--- src/rtl/vidac_gen.sv ---
// Command-list video accelerator: fetches END/LINE/RECT/PSET commands from shared
// video memory and draws them, clipped, into a linear 8-bpp framebuffer.
module vidac_gen #(
    parameter int AW       = 17,
    parameter int SCR_W    = 320,
    parameter int SCR_H    = 200,
    parameter int FB_BASE  = 0,
    parameter int CMD_BASE = 'h10000
) (
    input  logic          clock,
    input  logic          reset_n,
    input  logic          cmd,
    input  logic          abort,
    output logic [AW-1:0] a,
    input  logic [7:0]    i,
    output logic [7:0]    o,
    output logic          w,
    output logic          bsy,
    output logic          err
);
    localparam logic [AW-1:0]      CMD_A = AW'(CMD_BASE);
    localparam logic signed [15:0] W16   = 16'(SCR_W);
    localparam logic signed [15:0] H16   = 16'(SCR_H);
    localparam logic [1:0] OP_LINE = 2'd1;
    localparam logic [1:0] OP_RECT = 2'd2;

    typedef enum logic [3:0] {
        S_IDLE, S_FETCH, S_DECODE, S_PARAM, S_LSETUP,
        S_LPLOT, S_RSETUP, S_RFILL, S_PSET, S_NEXT
    } state_t;

    state_t state_q, state_d;
    logic [AW-1:0] ptr_q, ptr_d, a_q, a_d, row_q, row_d, addr_q, addr_d;
    logic [7:0]    o_q, o_d;
    logic          w_q, w_d, bsy_q, bsy_d, err_q, err_d;
    logic [1:0]    op_q, op_d;
    logic [3:0]    idx_q, idx_d;
    logic signed [15:0] x1_q, x1_d, y1_q, y1_d, x2_q, x2_d, y2_q, y2_d;
    logic signed [15:0] x_q, x_d, y_q, y_d, dx_q, dx_d, dy_q, dy_d;
    logic          sx_q, sx_d, sy_q, sy_d;
    logic signed [16:0] acc_q, acc_d;
    logic signed [17:0] e2;

    function automatic logic [AW-1:0] pix_addr(input logic signed [15:0] px,
                                               input logic signed [15:0] py);
        return AW'(FB_BASE) + AW'(py) * AW'(SCR_W) + AW'(px);
    endfunction

    function automatic logic on_screen(input logic signed [15:0] px,
                                       input logic signed [15:0] py);
        return (px >= 16'sd0) && (px < W16) && (py >= 16'sd0) && (py < H16);
    endfunction

    // Line setup terms
    logic signed [15:0] ldx, ldy, ldx_abs, ldy_abs;
    assign ldx     = x2_q - x1_q;
    assign ldy     = y2_q - y1_q;
    assign ldx_abs = (ldx < 16'sd0) ? -ldx : ldx;
    assign ldy_abs = (ldy < 16'sd0) ? -ldy : ldy;

    // Rectangle normalisation and clamping
    logic signed [15:0] rx_lo, rx_hi, ry_lo, ry_hi, rx_lo_c, rx_hi_c, ry_lo_c, ry_hi_c;
    logic               rect_off;
    assign rx_lo    = (x1_q < x2_q) ? x1_q : x2_q;
    assign rx_hi    = (x1_q < x2_q) ? x2_q : x1_q;
    assign ry_lo    = (y1_q < y2_q) ? y1_q : y2_q;
    assign ry_hi    = (y1_q < y2_q) ? y2_q : y1_q;
    assign rect_off = (rx_hi < 16'sd0) || (ry_hi < 16'sd0) || (rx_lo >= W16) || (ry_lo >= H16);
    assign rx_lo_c  = (rx_lo < 16'sd0) ? 16'sd0 : rx_lo;
    assign ry_lo_c  = (ry_lo < 16'sd0) ? 16'sd0 : ry_lo;
    assign rx_hi_c  = (rx_hi > W16 - 16'sd1) ? W16 - 16'sd1 : rx_hi;
    assign ry_hi_c  = (ry_hi > H16 - 16'sd1) ? H16 - 16'sd1 : ry_hi;

    always_comb begin
        state_d = state_q;
        ptr_d   = ptr_q;
        a_d     = a_q;
        o_d     = o_q;
        w_d     = 1'b0;
        bsy_d   = bsy_q;
        err_d   = err_q;
        op_d    = op_q;
        idx_d   = idx_q;
        x1_d    = x1_q;
        y1_d    = y1_q;
        x2_d    = x2_q;
        y2_d    = y2_q;
        x_d     = x_q;
        y_d     = y_q;
        dx_d    = dx_q;
        dy_d    = dy_q;
        sx_d    = sx_q;
        sy_d    = sy_q;
        acc_d   = acc_q;
        row_d   = row_q;
        addr_d  = addr_q;
        e2      = {acc_q, 1'b0};

        case (state_q)
            S_IDLE: begin
                if (cmd) begin
                    bsy_d   = 1'b1;
                    err_d   = 1'b0;
                    ptr_d   = CMD_A;
                    a_d     = CMD_A;
                    state_d = S_FETCH;
                end
            end
            // Memory reads are one cycle late, so the address bus always runs one byte ahead
            S_FETCH: begin
                a_d     = ptr_q + AW'(1);
                state_d = S_DECODE;
            end
            S_DECODE: begin
                ptr_d = ptr_q + AW'(1);
                a_d   = ptr_q + AW'(2);
                idx_d = 4'd0;
                case (i)
                    8'h00: begin
                        bsy_d   = 1'b0;
                        state_d = S_IDLE;
                    end
                    8'h01, 8'h02, 8'h03: begin
                        op_d    = i[1:0];
                        state_d = S_PARAM;
                    end
                    default: begin
                        bsy_d   = 1'b0;
                        err_d   = 1'b1;
                        state_d = S_IDLE;
                    end
                endcase
            end
            S_PARAM: begin
                ptr_d = ptr_q + AW'(1);
                a_d   = ptr_q + AW'(2);
                idx_d = idx_q + 4'd1;
                case (idx_q)
                    4'd0: x1_d[7:0]  = i;
                    4'd1: x1_d[15:8] = i;
                    4'd2: y1_d[7:0]  = i;
                    4'd3: y1_d[15:8] = i;
                    4'd4: x2_d[7:0]  = i;
                    4'd5: x2_d[15:8] = i;
                    4'd6: y2_d[7:0]  = i;
                    4'd7: y2_d[15:8] = i;
                    default: ;
                endcase
                if (idx_q == ((op_q == OP_LINE || op_q == OP_RECT) ? 4'd8 : 4'd4)) begin
                    o_d = i;
                    if (op_q == OP_LINE)      state_d = S_LSETUP;
                    else if (op_q == OP_RECT) state_d = S_RSETUP;
                    else                      state_d = S_PSET;
                end
            end
            S_PSET: begin
                a_d     = pix_addr(x1_q, y1_q);
                w_d     = on_screen(x1_q, y1_q);
                state_d = S_NEXT;
            end
            S_LSETUP: begin
                dx_d    = ldx_abs;
                dy_d    = -ldy_abs;
                sx_d    = ldx < 16'sd0;
                sy_d    = ldy < 16'sd0;
                acc_d   = 17'(ldx_abs) - 17'(ldy_abs);
                x_d     = x1_q;
                y_d     = y1_q;
                state_d = S_LPLOT;
            end
            S_LPLOT: begin
                a_d = pix_addr(x_q, y_q);
                w_d = on_screen(x_q, y_q);
                if (x_q == x2_q && y_q == y2_q) begin
                    state_d = S_NEXT;
                end else begin
                    // Both steps test the same pre-update e2
                    if (e2 >= 18'(dy_q)) begin
                        acc_d = acc_d + 17'(dy_q);
                        x_d   = sx_q ? x_q - 16'sd1 : x_q + 16'sd1;
                    end
                    if (e2 <= 18'(dx_q)) begin
                        acc_d = acc_d + 17'(dx_q);
                        y_d   = sy_q ? y_q - 16'sd1 : y_q + 16'sd1;
                    end
                end
            end
            S_RSETUP: begin
                x_d     = rx_lo_c;
                y_d     = ry_lo_c;
                x1_d    = rx_lo_c;
                x2_d    = rx_hi_c;
                y2_d    = ry_hi_c;
                addr_d  = pix_addr(rx_lo_c, ry_lo_c);
                row_d   = pix_addr(rx_lo_c, ry_lo_c);
                state_d = rect_off ? S_NEXT : S_RFILL;
            end
            S_RFILL: begin
                a_d = addr_q;
                w_d = 1'b1;
                if (x_q == x2_q) begin
                    if (y_q == y2_q) begin
                        state_d = S_NEXT;
                    end else begin
                        x_d    = x1_q;
                        y_d    = y_q + 16'sd1;
                        row_d  = row_q + AW'(SCR_W);
                        addr_d = row_q + AW'(SCR_W);
                    end
                end else begin
                    x_d    = x_q + 16'sd1;
                    addr_d = addr_q + AW'(1);
                end
            end
            // Lets the final pixel leave the output registers before the next opcode address
            S_NEXT: begin
                a_d     = ptr_q;
                state_d = S_FETCH;
            end
            default: begin
                bsy_d   = 1'b0;
                state_d = S_IDLE;
            end
        endcase

        if (bsy_q && abort) begin
            bsy_d   = 1'b0;
            w_d     = 1'b0;
            state_d = S_IDLE;
        end
    end

    always_ff @(posedge clock) begin
        if (!reset_n) begin
            state_q <= S_IDLE;
            ptr_q   <= '0;
            a_q     <= '0;
            o_q     <= '0;
            w_q     <= 1'b0;
            bsy_q   <= 1'b0;
            err_q   <= 1'b0;
            op_q    <= '0;
            idx_q   <= '0;
            x1_q    <= '0;
            y1_q    <= '0;
            x2_q    <= '0;
            y2_q    <= '0;
            x_q     <= '0;
            y_q     <= '0;
            dx_q    <= '0;
            dy_q    <= '0;
            sx_q    <= 1'b0;
            sy_q    <= 1'b0;
            acc_q   <= '0;
            row_q   <= '0;
            addr_q  <= '0;
        end else begin
            state_q <= state_d;
            ptr_q   <= ptr_d;
            a_q     <= a_d;
            o_q     <= o_d;
            w_q     <= w_d;
            bsy_q   <= bsy_d;
            err_q   <= err_d;
            op_q    <= op_d;
            idx_q   <= idx_d;
            x1_q    <= x1_d;
            y1_q    <= y1_d;
            x2_q    <= x2_d;
            y2_q    <= y2_d;
            x_q     <= x_d;
            y_q     <= y_d;
            dx_q    <= dx_d;
            dy_q    <= dy_d;
            sx_q    <= sx_d;
            sy_q    <= sy_d;
            acc_q   <= acc_d;
            row_q   <= row_d;
            addr_q  <= addr_d;
        end
    end

    assign a   = a_q;
    assign o   = o_q;
    assign w   = w_q;
    assign bsy = bsy_q;
    assign err = err_q;
endmodule

--- config.mk ---
export PLATFORM = sky130hd
export DESIGN_NAME = vidac_gen
export DESIGN_NICKNAME = d
export VERILOG_FILES = /design/src/rtl/vidac_gen.sv
export SDC_FILE = /design/constraint.sdc
export NUM_CORES = 1
export LEC_CHECK = 0
export CELL_PAD_IN_SITES_DETAIL_PLACEMENT = 0
export CELL_PAD_IN_SITES_GLOBAL_PLACEMENT = 1
export CORE_MARGIN = 1
export CORE_UTILIZATION = 52
export CTS_CLUSTER_DIAMETER = 100
export DETAILED_ROUTE_END_ITERATION = 8
export PLACE_DENSITY_LB_ADDON = 0.15
export SLEW_MARGIN = 10
export SYNTH_ARGS = -nofsm -noshare
export SYNTH_HDL_FRONTEND = slang
export SYNTH_SLANG_ARGS = --single-unit
--- constraint.sdc ---
create_clock -name clock -period 13.55 [get_ports clock]
set_input_delay 2.71 -clock clock [delete_from_list [all_inputs] [get_ports clock]]
set_output_delay 2.71 -clock clock [all_outputs]
set_load 0.05 [all_outputs]
==> impl_metrics.toml, run 1 <==
[worst_setup_path]
critPathLaunch = "x1_q[1]$_SDFFE_PN0P_"
end_kind = "flip-flop"
rrSetupSlack_ns = 7.11
worstReg2RegEnd = "acc_q[15]$_SDFFE_PN0P_"
critPathLaunchType = "flip-flop"
critPathMaxFanout = 9
crit_type = "flip-flop to flip-flop"
r2r-start = "x1_q[1]$_SDFFE_PN0P_"
cp-endpoint = "acc_q[15]$_SDFFE_PN0P_"
crit_required_ns = 14.07
worst_r2r_path_depth = 24
crit_arrival_ns = 6.96

[placement]
placed_area_sq_um = 22900
port_buffers = 39
dpl.hpwl_microns = 61000
gp_congestion = 0.971
place_inst = 3436

[grt]
grt_max_degree = 101
grt_pass1_wl_microns = 127000
grt_pass1_vias = 21300
use_met3_pct = 7.89
track_usage_pct = 37.0
grt-ovfl-total = 0
grt_use_met2_pct = 55.8
busiest_layer = "met2"
grt_util_met1_pct = 51.3
antenna_found_initial = 0

[routing]
drc = 0
first_iter_violations = 2425
wire_per_inst_microns = 23.5
antenna_left = 0
vias = 22900
dr.pass1.iters = 7
vias_per_cell = 6.56
routed_wl_microns = 82100

[logic_synthesis]
yosysUniqueCellTypes = 85
synth-main-ff-cell = "dfxtp_1"
ys_seq_elements = 236
syn_area_sq_um = 22100
avgSynthCellArea_sq_um = 7.41
yosys_warnings = 0
syn_inst = 2986
seq_area_frac_synth_pct = 21.3
synth_edf_count = 0
syn-num-nets = 3209
async_reset_ff_share_pct = 0

[floorplan]
initial_core_util_pct = 52.8
die_w_microns = 208
rows = 75
dieArea_sq_um = 43400
coreArea_sq_um = 41900
num_io_pins = 40
die_h_microns = 208

[finish]
final_layout_size_suffix_gt1_share_pct = 5.82
fin_area_sq_um = 24000
nets = 3153
finish.utilization_pct = 57.3
diodes = 0
area_growth_pct = 8.56
multi_input_area_sq_um = 16300
nFillCells = 4022
fin_cells = 3493
seq_area_sq_um = 4720

[sta]
final.min_clock_period_ns = 6.44
rsz0062_at_grt = "no"
finalSetupViolCount = 0
setup_tns_ns = 0
slew_viol_final = 0
max_freq_ghz = 0.155
max-slew-margin-rel_pct = 13.1
post-route-period-util_pct = 47.5
worst_slew_pin_slew_ns = 1.29
finalHoldViolCount = 0
skew_ns = 0.0171

[power]
leakagePower_nw = 9.72
vdd_drop_max_mv = 0.102
power_density_nw_per_um2 = 82.9
power_mw = 1.99

[clock_network]
clk_path_buf_depth = 3
clkSlewWorstSetupHoldPaths_ns = 0.06
clock-sinks = 236
cts_repair_resize_count = 0
htree_levels = 1
cts_tree = "built"
cts_root_buf = "clkbuf_16"
cts_setup_buffers = 0
cts_buffers = 31
insertion_delay_ns = 0.60
hold_buffers = 0

[hold_path]
min-delay-start = "row_q[0]$_SDFFE_PN0P_"
min_path_type = "flip-flop to flip-flop"

[run]
max_cap_viol_count = 0

[outcome]
outcome = "completed"
per-layer routing:
layer | vias up | share of wire [%]
met5 | - | 0
met4 | 0 | 3.9
met3 | 186 | 9.5
met1 | 10900 | 44
met2 | 1057 | 43
li1 | 10800 | -
state kept, by name, summed over array words and instances, names as in the netlist:
| signal | flops |
|---|---|
| ptr_q | 17 |
| idx_q | 4 |
| op_q | 2 |
| dx_q | 16 |
| err | 1 |
| w | 1 |
| addr_q | 17 |
| o | 8 |
| y2_q | 16 |
| sx_q | 1 |
| acc_q | 17 |
| x2_q | 16 |
| sy_q | 1 |
| bsy | 1 |
| y_q | 16 |
| x1_q | 16 |
| x_q | 16 |
| row_q | 17 |
| dy_q | 16 |
| a | 17 |
| y1_q | 16 |
| state_q | 4 |
cells in the mapped netlist, types with 9 or more instances:
master    count  area [sq um]
a221oi_1     19           166
nand2_1     250           938
o21a_1       33           248
and3_1       23           144
a31oi_1      53           332
o22ai_1      24           150
a21o_1       50           375
nand4_1      33           206
and2_1       15          93.8
or3_1        30           188
nand2b_1     14          87.6
buf_1        11          41.3
a222oi_1     23           230
o21ai_0     200          1000
a22oi_1      17           128
nor3_1       82           410
fa_1         10           200
or4_1         9          67.6
nand3_1      75           375
xnor2_1     162          1420
o31ai_1      12          90.1
o211ai_1     20           150
nor2_1      328          1230
inv_1       145           544
mux2i_1      73           731
nor2b_1      21           131
a211oi_1     50           375
o21bai_1     32           240
mux2_2       29           327
nor4_1       21           131
dfxtp_1     236          4720
xor2_1       67           587
clkbuf_1    147           552
or2_2        21           131
a311oi_1     18           158
ha_1        201          2510
a21oi_1     291          1460
metrics by stage:
| step | hold slack (ns) | setup slack, ns |
|---|---|---|
| 2_1_floorplan | 0.440 | 8.00 |
| 3_3_place_gp | 0.452 | 7.60 |
| 3_5_place_dp | 0.460 | 7.40 |
| 4_1_cts | 0.474 | 7.34 |
| 5_1_grt | 0.484 | 6.51 |
| 6_report | 0.472 | 7.11 |
placed cells by master (no fill, tap or decap), drive strengths merged, types with 21 or more instances in the layout:
cell type,Yosys,routed
a211oi,51,51
a21o,50,50
a21oi,292,292
a222oi,23,23
a31oi,53,53
and3,23,23
buf,18,38
clkbuf,147,47
clkdlybuf4s50,0,38
dfxtp,236,236
ha,201,201
inv,146,147
mux2,29,29
mux2i,73,73
nand2,250,250
nand3,75,75
nand4,33,33
nor2,328,328
nor2b,21,21
nor3,84,84
nor4,21,21
o21a,34,34
o21ai,205,205
o21bai,32,32
o22ai,24,24
or2,21,21
or3,30,30
xnor2,164,164
xor2,67,67
worst max-delay path, stage by stage (launching register included):
cell and delay [ns]:
dfxtp_1 0.37, inv_1 0.13, ha_1 0.32, nor2b_1 0.13, o21ai_0 0.22, a21boi_1 0.14
o41ai_1 0.52, o211ai_1 0.25, a31oi_1 0.31, mux2i_1 0.64, nand2_1 0.37, mux2i_1 0.44
inv_1 0.09, ha_1 0.29, nor2b_1 0.12, o21ai_0 0.20, a21boi_0 0.18, o211ai_1 0.26
a21oi_1 0.14, o31ai_1 0.36, o21ai_0 0.21, a31oi_1 0.25, xnor2_1 0.16, a22oi_1 0.09
a21oi_1 0.17
final cells by class:
| type | count | area share [%] |
|---|---|---|
| multi-input combinational | 2437 | 67.8 |
| sequential | 236 | 19.7 |
| clock buffer | 47 | 3.85 |
| tap | 539 | 2.81 |
| timing repair buffer | 76 | 2.76 |
| inverter | 148 | 2.33 |
| clock inverter | 10 | 0.744 |
how the worst min path moves through the flow:
stage	end	slack, ns	depth (start not counted)
global route	row_q[0]$_SDFFE_PN0P_	0.48	2
detailed placement	row_q[0]$_SDFFE_PN0P_	0.46	2
CTS	row_q[0]$_SDFFE_PN0P_	0.47	2
finish	row_q[0]$_SDFFE_PN0P_	0.47	2
floorplan	row_q[1]$_SDFFE_PN0P_	0.44	2
global placement	row_q[0]$_SDFFE_PN0P_	0.45	2
power by group:
| part | leakage, nW | internal (mW) | total, mW | switching [mW] |
|---|---|---|---|---|
| clock network | 0.546 | 0.562 | 0.906 | 0.344 |
| registers | 1.90 | 0.699 | 0.706 | 0.00648 |
| logic | 7.27 | 0.140 | 0.382 | 0.242 |
cells by family after synthesis:
| kind of cell | count (synthesis) | synth area share, % |
|---|---|---|
| AO/OA/AOI/OAI | 941 | 27.2 |
| XOR/XNOR | 231 | 9.21 |
| adder cells (fa/ha/maj) | 212 | 12.3 |
| buffers and inverters | 313 | 5.35 |
| flip-flops | 236 | 21.3 |
| multiplexers | 102 | 4.78 |
| AND/OR/NAND/NOR | 951 | 19.8 |
Note: power is estimated with default switching activity, not from simulation.
==> run 2, diff against run 1 <==
- CORE_UTILIZATION: 52 -> 48
- clock period: 13.55 -> 6.1 ns (I/O delays scaled with it)
==> impl_metrics.toml, run 2 (synthesized netlist as in run 1, its figures left out) <==
[run]
max_cap_viol_count = 0

[finish]
nFillCells = 4520
finish.utilization_pct = 53.5
nets = 3195
final_layout_size_suffix_gt1_share_pct = 7.13
layout_common_cells = "nor2_1 (325), a21oi_1 (288), nand2_1 (250), dfxtp_1 (236), ha_1 (201)"
area_growth_pct = 9.99
layout_commonest_cell = "nor2_1"
fin_area_sq_um = 24400
fin_cells = 3590

[sta]
post-route-period-util_pct = 92.8
setup_tns_ns = 0
finalHoldViolCount = 0
worst_slew_pin_slew_ns = 1.29
slew_viol_final = 0
rsz0062_at_grt = "no"
max_freq_ghz = 0.177
setup_slack_ns = 0.441
finalSetupViolCount = 0
skew_ns = 0.0146
max-slew-margin-rel_pct = 13.6
final.min_clock_period_ns = 5.66
whs_ns = 0.473

[worst_setup_path]
cp.buffers_inverters = 2
crit_top_cell = "ha_1"
crit_type = "flip-flop to flip-flop"
end_kind = "flip-flop"
crit_chain = "inv_1 -> ha_1 -> nand4_1 -> or4_1 -> o2bb2ai_1 -> a31oi_4 -> buf_4 -> mux2i_2 -> or2_2 -> o21ai_0 -> ha_1 -> fa_1 -> ha_1 -> a2111oi_0 -> nor3_1 -> xnor2_1 -> mux2_2 -> a211oi_1"
crit_arrival_ns = 6.15
cp_top_family = "adder cells"
crit_required_ns = 6.59
critPathMaxFanout = 38
critPathSlowestCell = "dfxtp_1"
max_stage_delay_ns = 0.56
critPathLaunchType = "flip-flop"

[routing]
vias = 23100
wire_per_inst_microns = 23.3
drc = 0
dr.pass1.iters = 9
vias_per_cell = 6.44
routed_wl_microns = 83600
first_iter_violations = 3029
antenna_left = 0

[floorplan]
initial_core_util_pct = 48.7
die_h_microns = 217
coreArea_sq_um = 45500
rows = 78
dieArea_sq_um = 47000
num_io_pins = 40
die_w_microns = 217

[clock_network]
htree_levels = 1
cts_root_buf = "clkbuf_16"
cts_tree = "built"
clkSlewWorstSetupHoldPaths_ns = 0.06
clock-sinks = 236
clk_path_buf_depth = 3
cts_buffers = 31
insertion_delay_ns = 0.59

[placement]
gp_congestion = 0.977
place_inst = 3538
place_ws_ns = 0.402
placed_area_sq_um = 23300
port_buffers = 39
dpl.hpwl_microns = 62700

[grt]
grt_max_degree = 97
track_usage_pct = 34.6
grt-ovfl-total = 0
grt_pass1_wl_microns = 127000
antenna_found_initial = 5
grt_pass1_vias = 21100

[power]
power_mw = 4.30
vdd_drop_max_mv = 0.223
leakagePower_nw = 9.88
power_density_nw_per_um2 = 177

[hold_path]
min_path_type = "flip-flop to flip-flop"

[outcome]
outcome = "completed"
run 2: area by class of cell:
cell class	instances	area, sq um	share of cell area [%]
timing repair buffer	118	982	4.03
tap	600	751	3.08
sequential	236	4720	19.4
clock inverter	7	113	0.462
antenna	1	2.50	0.0103
multi-input combinational	2437	16300	67.1
inverter	148	561	2.30
clock buffer	43	881	3.62
run 2: worst paths after layout:
path | slack (ns) | from | cells past startpoint | to
min | 0.47 | row_q[5]$_SDFFE_PN0P_ | 2 | row_q[5]$_SDFFE_PN0P_
min reg2reg | 0.47 | row_q[5]$_SDFFE_PN0P_ | 2 | row_q[5]$_SDFFE_PN0P_
max reg2reg | 0.44 | y1_q[8]$_SDFFE_PN0P_ | 18 | row_q[11]$_SDFFE_PN0P_
max | 0.44 | y1_q[8]$_SDFFE_PN0P_ | 18 | row_q[11]$_SDFFE_PN0P_
run 2: per-layer routing:
layer	routed length (microns)	track usage, %
met1	37300	49.1
met2	35500	52.0
met3	7870	6.82
met4	2930	11.3
met5	46	0
run 2: report_power, final:
group          switching [mW]  internal (mW)  total [mW]  leakage, nW
registers              0.0129           1.55        1.57         1.90
logic                   0.544          0.322       0.867         7.49
clock network           0.758           1.11        1.87        0.487
total                    1.31           2.99        4.30         9.88
run 2: timing repair:
item,in CTS,in global routing
setup buffers,0,0
resized for setup,0,6
hold buffers,0,0
endpoints found under the setup margin,0,7
run 2: tightest hold or removal path, cell delays in order, from the launching register on:
cell and delay (ns):
dfxtp_1 0.33, nor2_1 0.05, nor2_1 0.07
